`src/rtl/ctrl_pkg.sv`:
```
// Shared state, opcode/funct and datapath-select encodings for the multicycle controller.
package ctrl_pkg;

    typedef enum logic [4:0] {
        RST, FETCH, IR_LOAD, DECODE,
        R_EX, R_WB, ADDI_EX, ADDI_WB,
        MEM_ADDR, LW_WAIT, LW_MDR, LW_WB, SW,
        BRANCH, JUMP,
        EXC_OVF, EXC_OPC, EXC_RD, EXC_JMP
    } state_t;

    localparam logic [5:0] OP_RTYPE = 6'd0;
    localparam logic [5:0] OP_J     = 6'd2;
    localparam logic [5:0] OP_BEQ   = 6'd4;
    localparam logic [5:0] OP_BNE   = 6'd5;
    localparam logic [5:0] OP_ADDI  = 6'd8;
    localparam logic [5:0] OP_LW    = 6'd35;
    localparam logic [5:0] OP_SW    = 6'd43;
    localparam logic [5:0] OP_SRST  = 6'd63;

    localparam logic [5:0] FN_ADD = 6'd32;
    localparam logic [5:0] FN_SUB = 6'd34;
    localparam logic [5:0] FN_AND = 6'd36;

    localparam logic [2:0] ALU_PASS = 3'd0;
    localparam logic [2:0] ALU_ADD  = 3'd1;
    localparam logic [2:0] ALU_SUB  = 3'd2;
    localparam logic [2:0] ALU_AND  = 3'd3;
    localparam logic [2:0] ALU_OR   = 3'd4;

    localparam logic [1:0] SRCA_PC = 2'd0;
    localparam logic [1:0] SRCA_A  = 2'd1;

    localparam logic [1:0] SRCB_B      = 2'd0;
    localparam logic [1:0] SRCB_4      = 2'd1;
    localparam logic [1:0] SRCB_IMM    = 2'd2;
    localparam logic [1:0] SRCB_IMM_SH = 2'd3;

    localparam logic [2:0] PCSRC_ALU    = 3'd0;
    localparam logic [2:0] PCSRC_ALUOUT = 3'd1;
    localparam logic [2:0] PCSRC_JUMP   = 3'd2;
    localparam logic [2:0] PCSRC_EXC    = 3'd3;

    localparam logic [2:0] ADDR_PC     = 3'd0;
    localparam logic [2:0] ADDR_ALUOUT = 3'd1;
    localparam logic [2:0] ADDR_OPC    = 3'd2;
    localparam logic [2:0] ADDR_OVF    = 3'd3;

    localparam logic [1:0] RW_RT = 2'd0;
    localparam logic [1:0] RW_RD = 2'd1;
    localparam logic [1:0] RW_RA = 2'd2;
    localparam logic [1:0] RW_SP = 2'd3;

    localparam logic [3:0] WD_ALUOUT = 4'd0;
    localparam logic [3:0] WD_MDR    = 4'd1;
    localparam logic [3:0] WD_SP     = 4'd10;

endpackage

```
`src/rtl/ctrl_wait_cnt.sv`:
```
// Memory wait counter: counts up while enabled, saturating at MEM_WAIT-1 where done is high.
// Latency: done is combinational from the count; clear has priority over enable.
// Backpressure: none; the FSM clears it on every state change.
module ctrl_wait_cnt #(
    parameter int MEM_WAIT = 3,
    parameter int CW       = $clog2(MEM_WAIT + 1)
) (
    input  logic clk,
    input  logic reset,
    input  logic clr,
    input  logic en,
    output logic done
);

    logic [CW-1:0] cnt;

    assign done = (cnt == CW'(MEM_WAIT - 1));

    always_ff @(posedge clk or negedge reset) begin
        if (!reset) begin
            cnt <= '0;
        end else if (clr) begin
            cnt <= '0;
        end else if (en && !done) begin
            cnt <= cnt + CW'(1);
        end
    end

endmodule

```
`src/rtl/multicycle_ctrl.sv`:
```
// Multicycle MIPS-subset control FSM with memory wait states and precise exceptions.
// Latency: Moore outputs from the state register; only BRANCH PCWrite follows the ALU flags.
// Backpressure: none; memory reads are covered by a fixed MEM_WAIT cycle count.
module multicycle_ctrl
    import ctrl_pkg::*;
#(
    parameter int MEM_WAIT = 3,
    parameter int RESET_SP = 227,
    parameter int CW       = $clog2(MEM_WAIT + 1)
) (
    input  logic       clk,
    input  logic       reset,
    input  logic       O,
    input  logic       LT,
    input  logic       GT,
    input  logic [5:0] OPCODE,
    input  logic [5:0] funct,
    output logic       PCWrite,
    output logic       MemWR,
    output logic       IRWrite,
    output logic       ABWrite,
    output logic       MDRWrite,
    output logic       ALUOut_w,
    output logic       RegWrite,
    output logic       EPCWrite,
    output logic [1:0] ALUSrcA,
    output logic [1:0] ALUSrcB,
    output logic [1:0] RegWriteMUX,
    output logic [2:0] MuxAddr,
    output logic [2:0] ALUControl,
    output logic [2:0] PCSrc,
    output logic [3:0] WriteDataCtrl,
    output logic       rst_out
);

    if (MEM_WAIT < 1 || MEM_WAIT > 15 || RESET_SP < 0) begin : g_bad_param
        $error("multicycle_ctrl: MEM_WAIT must be 1..15 and RESET_SP non-negative");
    end

    state_t state_q, state_d;
    logic   cause_ovf_q;
    logic   wait_done;
    logic   equal;

    assign equal = !LT && !GT;

    ctrl_wait_cnt #(
        .MEM_WAIT (MEM_WAIT),
        .CW       (CW)
    ) u_wait_cnt (
        .clk   (clk),
        .reset (reset),
        .clr   (state_d != state_q),
        .en    (state_q == FETCH || state_q == LW_WAIT || state_q == EXC_RD),
        .done  (wait_done)
    );

    always_ff @(posedge clk or negedge reset) begin
        if (!reset) begin
            state_q     <= RST;
            cause_ovf_q <= 1'b0;
        end else begin
            state_q <= state_d;
            if (state_q == EXC_OVF) begin
                cause_ovf_q <= 1'b1;
            end else if (state_q == EXC_OPC) begin
                cause_ovf_q <= 1'b0;
            end
        end
    end

    always_comb begin
        state_d       = state_q;
        PCWrite       = 1'b0;
        MemWR         = 1'b0;
        IRWrite       = 1'b0;
        ABWrite       = 1'b0;
        MDRWrite      = 1'b0;
        ALUOut_w      = 1'b0;
        RegWrite      = 1'b0;
        EPCWrite      = 1'b0;
        ALUSrcA       = SRCA_PC;
        ALUSrcB       = SRCB_B;
        RegWriteMUX   = RW_RT;
        MuxAddr       = ADDR_PC;
        ALUControl    = ALU_PASS;
        PCSrc         = PCSRC_ALU;
        WriteDataCtrl = WD_ALUOUT;
        rst_out       = 1'b0;

        case (state_q)
            RST: begin
                rst_out       = 1'b1;
                RegWrite      = 1'b1;
                RegWriteMUX   = RW_SP;
                WriteDataCtrl = WD_SP;
                state_d       = FETCH;
            end
            FETCH: begin
                MuxAddr    = ADDR_PC;
                ALUSrcA    = SRCA_PC;
                ALUSrcB    = SRCB_4;
                ALUControl = ALU_ADD;
                if (wait_done) state_d = IR_LOAD;
            end
            IR_LOAD: begin
                IRWrite    = 1'b1;
                PCWrite    = 1'b1;
                PCSrc      = PCSRC_ALU;
                ALUSrcA    = SRCA_PC;
                ALUSrcB    = SRCB_4;
                ALUControl = ALU_ADD;
                state_d    = DECODE;
            end
            DECODE: begin
                ALUSrcA    = SRCA_PC;
                ALUSrcB    = SRCB_IMM_SH;
                ALUControl = ALU_ADD;
                ALUOut_w   = 1'b1;
                ABWrite    = 1'b1;
                case (OPCODE)
                    OP_RTYPE: state_d = (funct == FN_ADD || funct == FN_SUB || funct == FN_AND)
                                        ? R_EX : EXC_OPC;
                    OP_ADDI:  state_d = ADDI_EX;
                    OP_LW,
                    OP_SW:    state_d = MEM_ADDR;
                    OP_BEQ,
                    OP_BNE:   state_d = BRANCH;
                    OP_J:     state_d = JUMP;
                    OP_SRST:  state_d = RST;
                    default:  state_d = EXC_OPC;
                endcase
            end
            R_EX: begin
                ALUSrcA  = SRCA_A;
                ALUSrcB  = SRCB_B;
                ALUOut_w = 1'b1;
                case (funct)
                    FN_ADD:  ALUControl = ALU_ADD;
                    FN_SUB:  ALUControl = ALU_SUB;
                    FN_AND:  ALUControl = ALU_AND;
                    default: ALUControl = ALU_PASS;
                endcase
                // AND cannot overflow, so O is only honoured for add/sub
                state_d = (O && (funct == FN_ADD || funct == FN_SUB)) ? EXC_OVF : R_WB;
            end
            R_WB: begin
                RegWrite      = 1'b1;
                RegWriteMUX   = RW_RD;
                WriteDataCtrl = WD_ALUOUT;
                state_d       = FETCH;
            end
            ADDI_EX: begin
                ALUSrcA    = SRCA_A;
                ALUSrcB    = SRCB_IMM;
                ALUControl = ALU_ADD;
                ALUOut_w   = 1'b1;
                state_d    = O ? EXC_OVF : ADDI_WB;
            end
            ADDI_WB: begin
                RegWrite      = 1'b1;
                RegWriteMUX   = RW_RT;
                WriteDataCtrl = WD_ALUOUT;
                state_d       = FETCH;
            end
            MEM_ADDR: begin
                ALUSrcA    = SRCA_A;
                ALUSrcB    = SRCB_IMM;
                ALUControl = ALU_ADD;
                ALUOut_w   = 1'b1;
                state_d    = (OPCODE == OP_LW) ? LW_WAIT : SW;
            end
            LW_WAIT: begin
                MuxAddr = ADDR_ALUOUT;
                if (wait_done) state_d = LW_MDR;
            end
            LW_MDR: begin
                MDRWrite = 1'b1;
                state_d  = LW_WB;
            end
            LW_WB: begin
                RegWrite      = 1'b1;
                RegWriteMUX   = RW_RT;
                WriteDataCtrl = WD_MDR;
                state_d       = FETCH;
            end
            SW: begin
                MuxAddr = ADDR_ALUOUT;
                MemWR   = 1'b1;
                state_d = FETCH;
            end
            BRANCH: begin
                ALUSrcA    = SRCA_A;
                ALUSrcB    = SRCB_B;
                ALUControl = ALU_SUB;
                PCSrc      = PCSRC_ALUOUT;
                PCWrite    = (OPCODE == OP_BEQ) ? equal : !equal;
                state_d    = FETCH;
            end
            JUMP: begin
                PCWrite = 1'b1;
                PCSrc   = PCSRC_JUMP;
                state_d = FETCH;
            end
            EXC_OVF, EXC_OPC: begin
                // PC already points past the faulting instruction; PC-4 goes to EPC
                ALUSrcA    = SRCA_PC;
                ALUSrcB    = SRCB_4;
                ALUControl = ALU_SUB;
                EPCWrite   = 1'b1;
                state_d    = EXC_RD;
            end
            EXC_RD: begin
                MuxAddr = cause_ovf_q ? ADDR_OVF : ADDR_OPC;
                if (wait_done) state_d = EXC_JMP;
            end
            EXC_JMP: begin
                PCWrite = 1'b1;
                PCSrc   = PCSRC_EXC;
                state_d = FETCH;
            end
            default: state_d = RST;
        endcase
    end

endmodule

```
`config.mk`:
```
export PLATFORM = sky130hd
export DESIGN_NAME = multicycle_ctrl
export DESIGN_NICKNAME = d
export VERILOG_FILES = /design/src/rtl/ctrl_pkg.sv /design/src/rtl/ctrl_wait_cnt.sv /design/src/rtl/multicycle_ctrl.sv
export SDC_FILE = /design/constraint.sdc
export NUM_CORES = 1
export LEC_CHECK = 0
export CAP_MARGIN = 10
export CORE_ASPECT_RATIO = 0.9
export CORE_MARGIN = 3
export CORE_UTILIZATION = 36
export CTS_BUF_LIST = sky130_fd_sc_hd__clkbuf_8
export CTS_CLUSTER_DIAMETER = 60
export CTS_CLUSTER_SIZE = 20
export DETAILED_ROUTE_END_ITERATION = 7
export PLACE_DENSITY = 0.7
export SLEW_MARGIN = 20
export SYNTH_ARGS = -nofsm -noshare
export SYNTH_HDL_FRONTEND = slang
export SYNTH_SLANG_ARGS = --single-unit
```
`constraint.sdc`:
```
create_clock -name clk -period 2.2 [get_ports clk]
set_input_delay 0.66 -clock clk [delete_from_list [all_inputs] [get_ports clk]]
set_output_delay 0.66 -clock clk [all_outputs]
set_load 0.05 [all_outputs]
```
==> results.py, run 1 <==
metrics = {
    "status": {
        "outcome": "finished, violations left",
        "violations": "negative setup slack",
    },
    "timing": {
        "fin_crit_sh_pct": 116.1,
        "min_period_ns": 2.554,
        "fin_ws_ns": -0.3540,
        "hold_viol": 0,
        "timing.setup.tns_ns": -1.841,
        "rsz0062_at_grt": "yes",
        "max_freq_ghz": 0.3915,
        "skew_ns": 0.0004099,
        "slew_violations": 0,
        "finalSetupViolCount": 16,
    },
    "global_route": {
        "grt_first_pass_wirelength_um": 7017,
        "antenna_found_initial": 0,
        "grt_max_degree": 16,
        "grt.total_usage_pct": 23.68,
        "grt_pass1_vias": 1450,
        "grt_overflow": 0,
    },
    "finish": {
        "layout-drive-gt1-share_pct": 61.21,
        "antennaDiodeCount": 0,
        "fin_nets": 252,
        "final_cells": 272,
        "areaGrowthSynthToFinish_pct": 127.5,
    },
    "routing": {
        "vias_per_cell": 5.871,
        "wl_um": 5351,
        "wire_per_inst_um": 19.67,
        "first_iter_violations": 108,
        "vias": 1597,
        "drtPass1Iterations": 4,
        "ant_nets": 0,
        "drc_errors": 0,
    },
    "clock_tree": {
        "clock-sinks": 8,
        "cts_hold_buf": 0,
        "root_buffer": "clkbuf_8",
        "numCtsBuffers": 3,
        "clk_latency_ns": 0.22,
        "clk_pin_slew_ns": 0.04,
        "h-tree-depth": 1,
        "clockBufferDepth": 2,
        "cts_tree": "built",
    },
    "placement": {
        "placed_cells": 251,
        "place.gp.congestion": 0.8861,
        "hpwl_um": 3116,
        "portBuffers": 39,
    },
    "floorplanning": {
        "die_h_um": 58.50,
        "dieWidth_um": 64.33,
        "io_pins": 45,
        "die_area_um2": 3763,
        "rows": 18,
        "initial_core_util_pct": 38.84,
        "fp.coreArea_um2": 2838,
    },
    "flow_run": {
        "cap_violations": 0,
    },
    "yosys": {
        "yosys_register_bits": 8,
        "yosysTopAreaCell": "dfrtp_1",
        "synth_common_cells": "nor2_1 (16), o21ai_0 (15), a21oi_1 (10), nand2_1 (10)",
        "yosys_warnings": 0,
        "avgSynthCellArea_um2": 6.933,
        "syn_area_um2": 1102,
        "yosysMostFrequentCell": "nor2_1",
        "ys_async_sr_fraction_pct": 100.0,
        "synthTopCellsByArea": "dfrtp_1 (18%), o21ai_0 (6.8%), buf_4 (5.4%)",
        "synthDominantCellAreaShare_pct": 18.16,
        "synth-edff-count": 0,
        "synthDistinctLibCells": 45,
        "synth-main-ff-cell": "dfrtp_1",
        "seq_area_frac_synth_pct": 18.16,
        "syn-instance-count": 159,
    },
    "setup_path": {
        "cp_max_fo": 3,
        "crit_chain": "buf_6, nor4b_4, nand4_1, o211ai_1, clkbuf_16",
        "r2r_end": "state_q[1]$_DFF_PN0_",
        "crit_path_end_kind": "primary output",
        "critPathLaunchType": "input pin",
        "r2r_cells": 7,
        "reg2reg_slack_ns": 0.34,
        "cp_data_required_time_ns": 1.54,
        "worstReg2RegStart": "state_q[3]$_DFF_PN0_",
        "worst-setup-path-type": "input pin to primary output",
        "critPathMaxStageDelay_ns": 0.34,
        "crit_slowest_cell": "o211ai_1",
        "critical_path_arrival_ns": 1.89,
    },
    "hold_path": {
        "holdPathEnd": "u_wait_cnt.cnt[0]$_DFFE_PN0P_",
        "min_path_type": "register to register",
        "hold_start": "u_wait_cnt.cnt[0]$_DFFE_PN0P_",
        "min_path_cells": 1,
    },
    "power": {
        "leakagePower_nw": 1.075,
        "power_density_nw_per_um2": 1450,
        "irDropWorstVdd_mv": 1.021,
    },
}
[worst max path at each step]
stage / start / to / slack [ns] / depth (start not counted)
detailed placement: funct[0] / ALUControl[1] / -0.59 / 5
finish: funct[3] / ALUControl[1] / -0.35 / 5
CTS: funct[4] / ALUControl[1] / -0.25 / 5
global route: funct[3] / ALUControl[1] / -0.43 / 5
global placement: funct[0] / ALUControl[1] / -0.51 / 5
floorplan: funct[0] / ALUControl[1] / -0.42 / 3
[placed cells by master (no fill, tap or decap), drive strengths merged, types with 2 or more instances in the layout]
cell,synthesis,final
a21oi,10,10
inv,7,7
o21ai,15,15
conb,1,5
buf,16,79
clkdlybuf4s50,0,3
o211ai,2,2
o22ai,2,2
nor2,16,16
xor2,2,2
dfrtp,8,8
nor3b,2,2
or3,3,3
dlygate4sd2,0,3
a211o,3,3
nor4b,2,2
clkbuf,6,6
xnor2,2,2
nand3,5,5
nand2b,7,7
nor3,7,7
nand2,10,10
a31oi,2,2
a211oi,2,2
and3,2,2
nor4,2,2
nor2b,4,4
a22oi,3,3
nand4,2,2
and2b,2,2
[worst max-delay path, delay by kind of cell]
kind | cells | cell delay, ns
simple gates | 2 | 0.56
buf+inv | 2 | 0.33
compound gates | 1 | 0.34
[kinds of logic (layout without fill, tap and decap cells)]
family                   count (synthesis)  after routing  share of synthesized area (%)
adder cells (fa/ha/maj)                  1              1                          1.135
other                                    1              5                         0.3402
AND/OR/NAND/NOR                         68             68                          35.30
XOR/XNOR                                 4              4                          3.179
buffers and inverters                   29             98                          13.51
multiplexers                             2              2                          1.930
AO/OA/AOI/OAI                           46             46                          26.45
flip-flops                               8              8                          18.16
[area by class of cell]
cell class,count,area (um^2)
Sequential cell,8,205.2
Multi-Input combinational cell,126,1122
Fill cell,139,330.3
Inverter,7,28.78
Tap cell,40,50.05
Clock buffer,3,41.29
Timing Repair Buffer,88,1060
[registers in the layout, summed over array words and instances, names as in the netlist]
name	count
cause_ovf_q	1
state_q	5
u_wait_cnt.cnt	2
[stage by stage]
step                total power, mW  cell area (um^2)  hold WS, ns  utilization [%]  worst slack [ns]
finish                        3.637              2507       0.4281            88.36           -0.3540
global route                  3.788              2507       0.4519            88.36           -0.4271
CTS                           3.232              2312       0.4324            81.48           -0.2512
detailed placement            2.739              2028       0.4284            71.47           -0.5894
global placement              2.698              2028       0.4111            71.47           -0.5093
floorplan                     1.694              1277       0.3644                -           -0.4231
[repair_timing]
item,CTS,global route
pin swaps,21,16
endpoints found under the setup margin,21,23
setup buffers,12,7
gates resized for setup,94,33
gates cloned,0,1
[layer usage]
layer | GRT usage (%) | up-vias | wire [um]
met5 | 0 | - | 0
li1 | - | 706 | -
met4 | 10.54 | 0 | 209
met1 | 29.43 | 782 | 2188
met2 | 42.21 | 87 | 2603
met3 | 1.908 | 22 | 350
[power breakdown]
| group | internal (mW) | total, mW | switching (mW) |
|---|---|---|---|
| clock | 0.118 | 0.166 | 0.0485 |
| combinational | 1.50 | 3.15 | 1.64 |
| sequential | 0.211 | 0.325 | 0.115 |
| total | 1.83 | 3.64 | 1.80 |
Power figures use the tool's default switching activity.
==> run 2: changes to the inputs <==
Settings changed: PLACE_DENSITY 0.7 to 0.68.
==> results.py, run 2 (same netlist as run 1, synthesis figures left out) <==
metrics = {
    "routing": {
        "wire_per_inst_um": 19.52,
        "vias_per_cell": 5.870,
        "drc_errors": 0,
        "drtPass1Iterations": 4,
        "met3_length_um": 345,
        "highest_layer": "met4",
        "first_iter_violations": 92,
        "drt-met1-wl_um": 2188,
        "met2WireLength_um": 2658,
        "ant_nets": 0,
        "vias": 1620,
        "wl_um": 5387,
    },
    "timing": {
        "fin_crit_sh_pct": 115.6,
        "skew_ns": 0.001646,
        "hold_viol": 0,
        "min_period_ns": 2.542,
        "rsz0062_at_grt": "yes",
        "max_freq_ghz": 0.3933,
        "finalSetupViolCount": 13,
        "slew_violations": 0,
        "whs_ns": 0.4311,
        "fin_ws_ns": -0.3423,
        "timing.setup.tns_ns": -1.267,
    },
    "power": {
        "pwr-share-seq_pct": 7.8,
        "irDropWorstVdd_mv": 1.015,
        "p_int_mw": 1.800,
        "combPwrFrac_pct": 87.5,
        "switching_share_pct": 49.57,
        "clockPowerShare_pct": 4.7,
        "p_sw_mw": 1.770,
        "power_density_nw_per_um2": 1436,
        "leakagePower_nw": 1.075,
    },
    "floorplanning": {
        "die_h_um": 58.50,
        "rows": 18,
        "die_area_um2": 3763,
        "initial_core_util_pct": 38.84,
        "fp.coreArea_um2": 2838,
        "dieWidth_um": 64.33,
        "io_pins": 45,
    },
    "placement": {
        "hpwl_um": 3109,
        "placed_cells": 251,
        "portBuffers": 39,
        "place.gp.congestion": 0.9092,
    },
    "finish": {
        "areaGrowthSynthToFinish_pct": 125.5,
        "largest_register_ff_count": 5,
        "final_cell_mix": "buf_4 (40), buf_12 (25), o21ai_0 (11), buf_6 (11), nor2_2 (9)",
        "regArea_um2": 205.2,
        "top_regs": "state_q: 5 flops, u_wait_cnt.cnt: 2 flops, cause_ovf_q: 1 flops",
        "final_cells": 276,
        "antennaDiodeCount": 0,
        "final_common_cell": "buf_4",
        "multi_input_area_um2": 1070,
        "fin_nets": 256,
        "layout-drive-gt1-share_pct": 61.02,
        "top_register": "state_q",
        "fillers": 137,
    },
    "global_route": {
        "grt_overflow": 0,
        "grt_max_degree": 17,
        "grt_pass1_vias": 1498,
        "grt.total_usage_pct": 23.84,
        "grt_first_pass_wirelength_um": 7176,
        "antenna_found_initial": 0,
    },
    "hold_path": {
        "holdPathEnd": "u_wait_cnt.cnt[0]$_DFFE_PN0P_",
        "hold_start": "u_wait_cnt.cnt[0]$_DFFE_PN0P_",
        "min_path_type": "register to register",
        "min_path_cells": 1,
    },
    "flow_run": {
        "cap_violations": 0,
    },
    "clock_tree": {
        "clock-sinks": 8,
        "clk_pin_slew_ns": 0.04,
        "numCtsBuffers": 3,
        "root_buffer": "clkbuf_8",
        "h-tree-depth": 1,
        "cts_tree": "built",
        "clk_latency_ns": 0.22,
        "clockBufferDepth": 2,
    },
    "setup_path": {
        "worstReg2RegStart": "state_q[4]$_DFF_PN0_",
        "crit_slowest_cell": "o211ai_1",
        "crit_path_end_kind": "primary output",
        "critPathLaunchType": "input pin",
        "critical_path_arrival_ns": 1.88,
        "critPathMaxStageDelay_ns": 0.35,
        "cp_max_fo": 3,
        "crit_chain": "buf_6, nor4b_4, nand4_1, o211ai_1, clkbuf_16",
        "cp_data_required_time_ns": 1.54,
        "critPathLaunch": "funct[3]",
        "r2r_end": "state_q[1]$_DFF_PN0_",
        "worst-setup-path-type": "input pin to primary output",
        "r2r_cells": 6,
        "reg2reg_slack_ns": 0.31,
    },
    "status": {
        "outcome": "finished, violations left",
        "violations": "negative setup slack",
    },
}
run 2: changes by cell type in the layout (fill, tap and decap cells not counted), sizes merged:
cell / delta
clkbuf: -1
buf: +5
run 2: power by group through the flow:
stage | combinational [mW] | sequential [mW] | clock (mW)
finish | 3.12 | 0.279 | 0.168
global route | 3.24 | 0.286 | 0.181
CTS | 2.81 | 0.269 | 0.171
detailed placement | 2.48 | 0.263 | 0
global placement | 2.44 | 0.260 | 0
floorplan | 1.47 | 0.223 | 0
run 2: how the worst max path moves through the flow:
| stage | end | slack [ns] | cells past startpoint |
|---|---|---|---|
| global route | ALUControl[1] | -0.37 | 5 |
| CTS | ALUControl[1] | -0.19 | 5 |
| finish | ALUControl[1] | -0.34 | 5 |
| floorplan | ALUControl[1] | -0.42 | 3 |
| global placement | ALUControl[1] | -0.51 | 5 |
| detailed placement | ALUControl[1] | -0.55 | 5 |
run 2: layout make-up:
cell class	instances	area share [%]
multi-input combinational	126	43.03
timing repair buffer	92	43.89
clock buffer	3	1.661
tap	40	2.013
inverter	7	1.158
sequential	8	8.254
run 2: per-layer routing:
metal | vias up | global-route usage (%)
met1 | 783 | 30.71
met4 | 0 | 5.422
met3 | 20 | 1.908
li1 | 723 | -
met5 | - | 0
met2 | 94 | 43.68
run 2: per-stage QoR:
stage | util (%) | worst slack (ns) | instance area, um^2 | power, mW
after floorplan | - | -0.4231 | 1277 | 1.694
after global placement | 71.03 | -0.5089 | 2016 | 2.699
after detailed placement | 71.03 | -0.5548 | 2016 | 2.745
after CTS | 82.45 | -0.1947 | 2340 | 3.252
after global routing | 87.61 | -0.3660 | 2486 | 3.711
final | 87.61 | -0.3423 | 2486 | 3.570
run 2: worst max-delay path: cells and delay by family:
family          cells  cell delay, ns
simple gates        2            0.55
compound gates      1            0.35
buf+inv             2            0.33
run 2: timing repair:
action | in CTS | in global routing
pin swaps | 20 | 21
hold buffers | 0 | 0
hold endpoints to repair | 0 | 0
gates resized for setup | 96 | 30
buffers inserted | 16 | 8
endpoints found under the setup margin | 18 | 22
==> run 3: changes to the inputs <==
Settings changed: GPL_TIMING_DRIVEN set to 0.
==> results.py, run 3 (same netlist as run 1, synthesis figures left out) <==
metrics = {
    "setup_path": {
        "reg2reg_slack_ns": 0.47,
        "cp_max_fo": 4,
        "critPathLaunchType": "register",
        "critical_path_arrival_ns": 1.71,
        "worst-setup-path-type": "register to primary output",
        "r2r_end": "state_q[1]$_DFF_PN0_",
        "crit_path_end_kind": "primary output",
        "worstReg2RegStart": "state_q[4]$_DFF_PN0_",
        "r2r_cells": 5,
        "cp_data_required_time_ns": 1.54,
    },
    "finish": {
        "layout-drive-gt1-share_pct": 53.78,
        "areaGrowthSynthToFinish_pct": 92.74,
        "final_common_cell": "buf_4",
        "antennaDiodeCount": 0,
        "fillers": 215,
        "fin_area_um2": 2125,
        "top_regs": "state_q: 5 flops, u_wait_cnt.cnt: 2 flops, cause_ovf_q: 1 flops",
        "final_cell_mix": "buf_4 (27), buf_6 (24), o21ai_0 (11)",
        "fin_util_pct": 74.87,
        "largest_register_ff_count": 5,
        "top_register": "state_q",
        "fin_nets": 245,
    },
    "power": {
        "pwr-share-seq_pct": 8.6,
        "clockPowerShare_pct": 5.6,
        "power_density_nw_per_um2": 1381,
        "leakagePower_nw": 0.9606,
        "p_sw_mw": 1.552,
        "p_total_mw": 2.934,
        "irDropWorstVdd_mv": 0.8527,
        "p_int_mw": 1.382,
        "switching_share_pct": 52.89,
        "combPwrFrac_pct": 85.8,
    },
    "routing": {
        "vias": 1475,
        "drtPass1Iterations": 5,
        "first_iter_violations": 94,
        "ant_nets": 0,
        "vias_per_cell": 5.566,
        "wl_um": 4108,
        "highest_layer": "met4",
        "drt-met1-wl_um": 1671,
        "wire_per_inst_um": 15.50,
        "met3_length_um": 350,
        "drc_errors": 0,
        "met2WireLength_um": 2016,
    },
    "hold_path": {
        "hold_start": "u_wait_cnt.cnt[0]$_DFFE_PN0P_",
        "min_path_type": "register to register",
        "min_path_cells": 1,
        "holdPathEnd": "u_wait_cnt.cnt[0]$_DFFE_PN0P_",
    },
    "placement": {
        "place.gp.congestion": 0.9099,
        "placed_cell_area_um2": 1698,
        "hpwl_um": 2769,
        "portBuffers": 37,
        "pre_cts_slack_ns": -1.246,
    },
    "timing": {
        "slew_violations": 0,
        "fin_crit_sh_pct": 107.9,
        "skew_ns": 0.00009065,
        "whs_ns": 0.4172,
        "max_freq_ghz": 0.4211,
        "hold_viol": 0,
        "min_period_ns": 2.375,
        "finalSetupViolCount": 13,
        "rsz0062_at_grt": "yes",
        "fin_ws_ns": -0.1748,
    },
    "global_route": {
        "grt.total_usage_pct": 20.56,
        "grt_max_degree": 11,
        "grt_pass1_vias": 1285,
        "grt_first_pass_wirelength_um": 6203,
        "grt_overflow": 0,
        "antenna_found_initial": 0,
    },
    "clock_tree": {
        "cts_tree": "built",
        "clk_pin_slew_ns": 0.04,
        "root_buffer": "clkbuf_8",
        "numCtsBuffers": 3,
        "clockBufferDepth": 2,
        "cts_hold_buf": 0,
        "h-tree-depth": 1,
        "clk_latency_ns": 0.22,
        "clock-sinks": 8,
    },
    "floorplanning": {
        "dieWidth_um": 64.33,
        "initial_core_util_pct": 38.84,
        "die_h_um": 58.50,
        "io_pins": 45,
        "die_area_um2": 3763,
        "fp.coreArea_um2": 2838,
        "rows": 18,
    },
    "status": {
        "violations": "negative setup slack",
        "outcome": "finished, violations left",
    },
    "flow_run": {
        "cap_violations": 0,
    },
}
[run 3: cell count changes in the layout (fill, tap and decap cells not counted), moves of 3 or more]
cell	change
buf_6	+13
a22oi_2	-3
dfrtp_1	+3
buf_2	+4
dfrtp_2	-3
nor2_2	-3
buf_4	-13
nor2_1	+3
nor2b_4	-3
buf_12	-24
buf_8	+4
a22oi_1	+3
nor2b_1	+3
[run 3: what timing repair did]
item	CTS	global route
setup endpoints to repair	23	22
gates resized for setup	229	27
gates cloned	0	2
pin swaps	18	15
setup buffers	11	10
[run 3: cell type report]
type	count	area (um^2)	area share [%]
well taps	40	50.05	2.356
repair buffers	60	578.1	27.21
flip-flops and latches	8	201.4	9.482
plain buffers	21	224.0	10.54
clock buffers	3	41.29	1.943
inverters	7	28.78	1.355
multi-input cells	126	1001	47.11
[run 3: routing by layer]
layer	global-route usage (%)	vias up
met4	7.831	0
met3	2.863	12
met1	28.14	698
met2	33.09	76
met5	0	-
li1	-	689
[run 3: metrics by stage]
| stage | setup TNS [ns] | instances |
|---|---|---|
| detailed placement | -14.16 | 240 |
| global placement | -13.97 | 240 |
| finish | -1.203 | 265 |
| global route | -2.321 | 265 |
| floorplan | -1.056 | 163 |
| CTS | -0.5333 | 253 |
[run 3: worst max-delay path by stage]
stage / startpoint / endpoint / slack, ns / cells past startpoint
after floorplan: funct[0] / ALUControl[1] / -0.42 / 3
after global placement: funct[0] / ALUControl[1] / -1.21 / 5
after detailed placement: funct[0] / ALUControl[1] / -1.25 / 5
after CTS: funct[4] / ALUControl[1] / -0.18 / 5
after global routing: funct[4] / ALUControl[0] / -0.27 / 5
final: state_q[2]$_DFF_PN0_ / ALUControl[1] / -0.17 / 6
[run 3: power groups by stage]
stage,Clock [mW],Sequential (mW),Combinational [mW]
6_report,0.165,0.251,2.52
5_1_grt,0.183,0.258,2.64
4_1_cts,0.172,0.247,2.31
3_5_place_dp,0,0.229,1.97
3_3_place_gp,0,0.228,1.97
2_1_floorplan,0,0.223,1.47
[run 3: critical path, cell delays in order, from the launching register on]
cell      delay (ns)
dfrtp_1         0.39
buf_6           0.14
buf_6           0.11
nand2b_4        0.14
or3_4           0.36
o211ai_1        0.12
buf_4           0.23
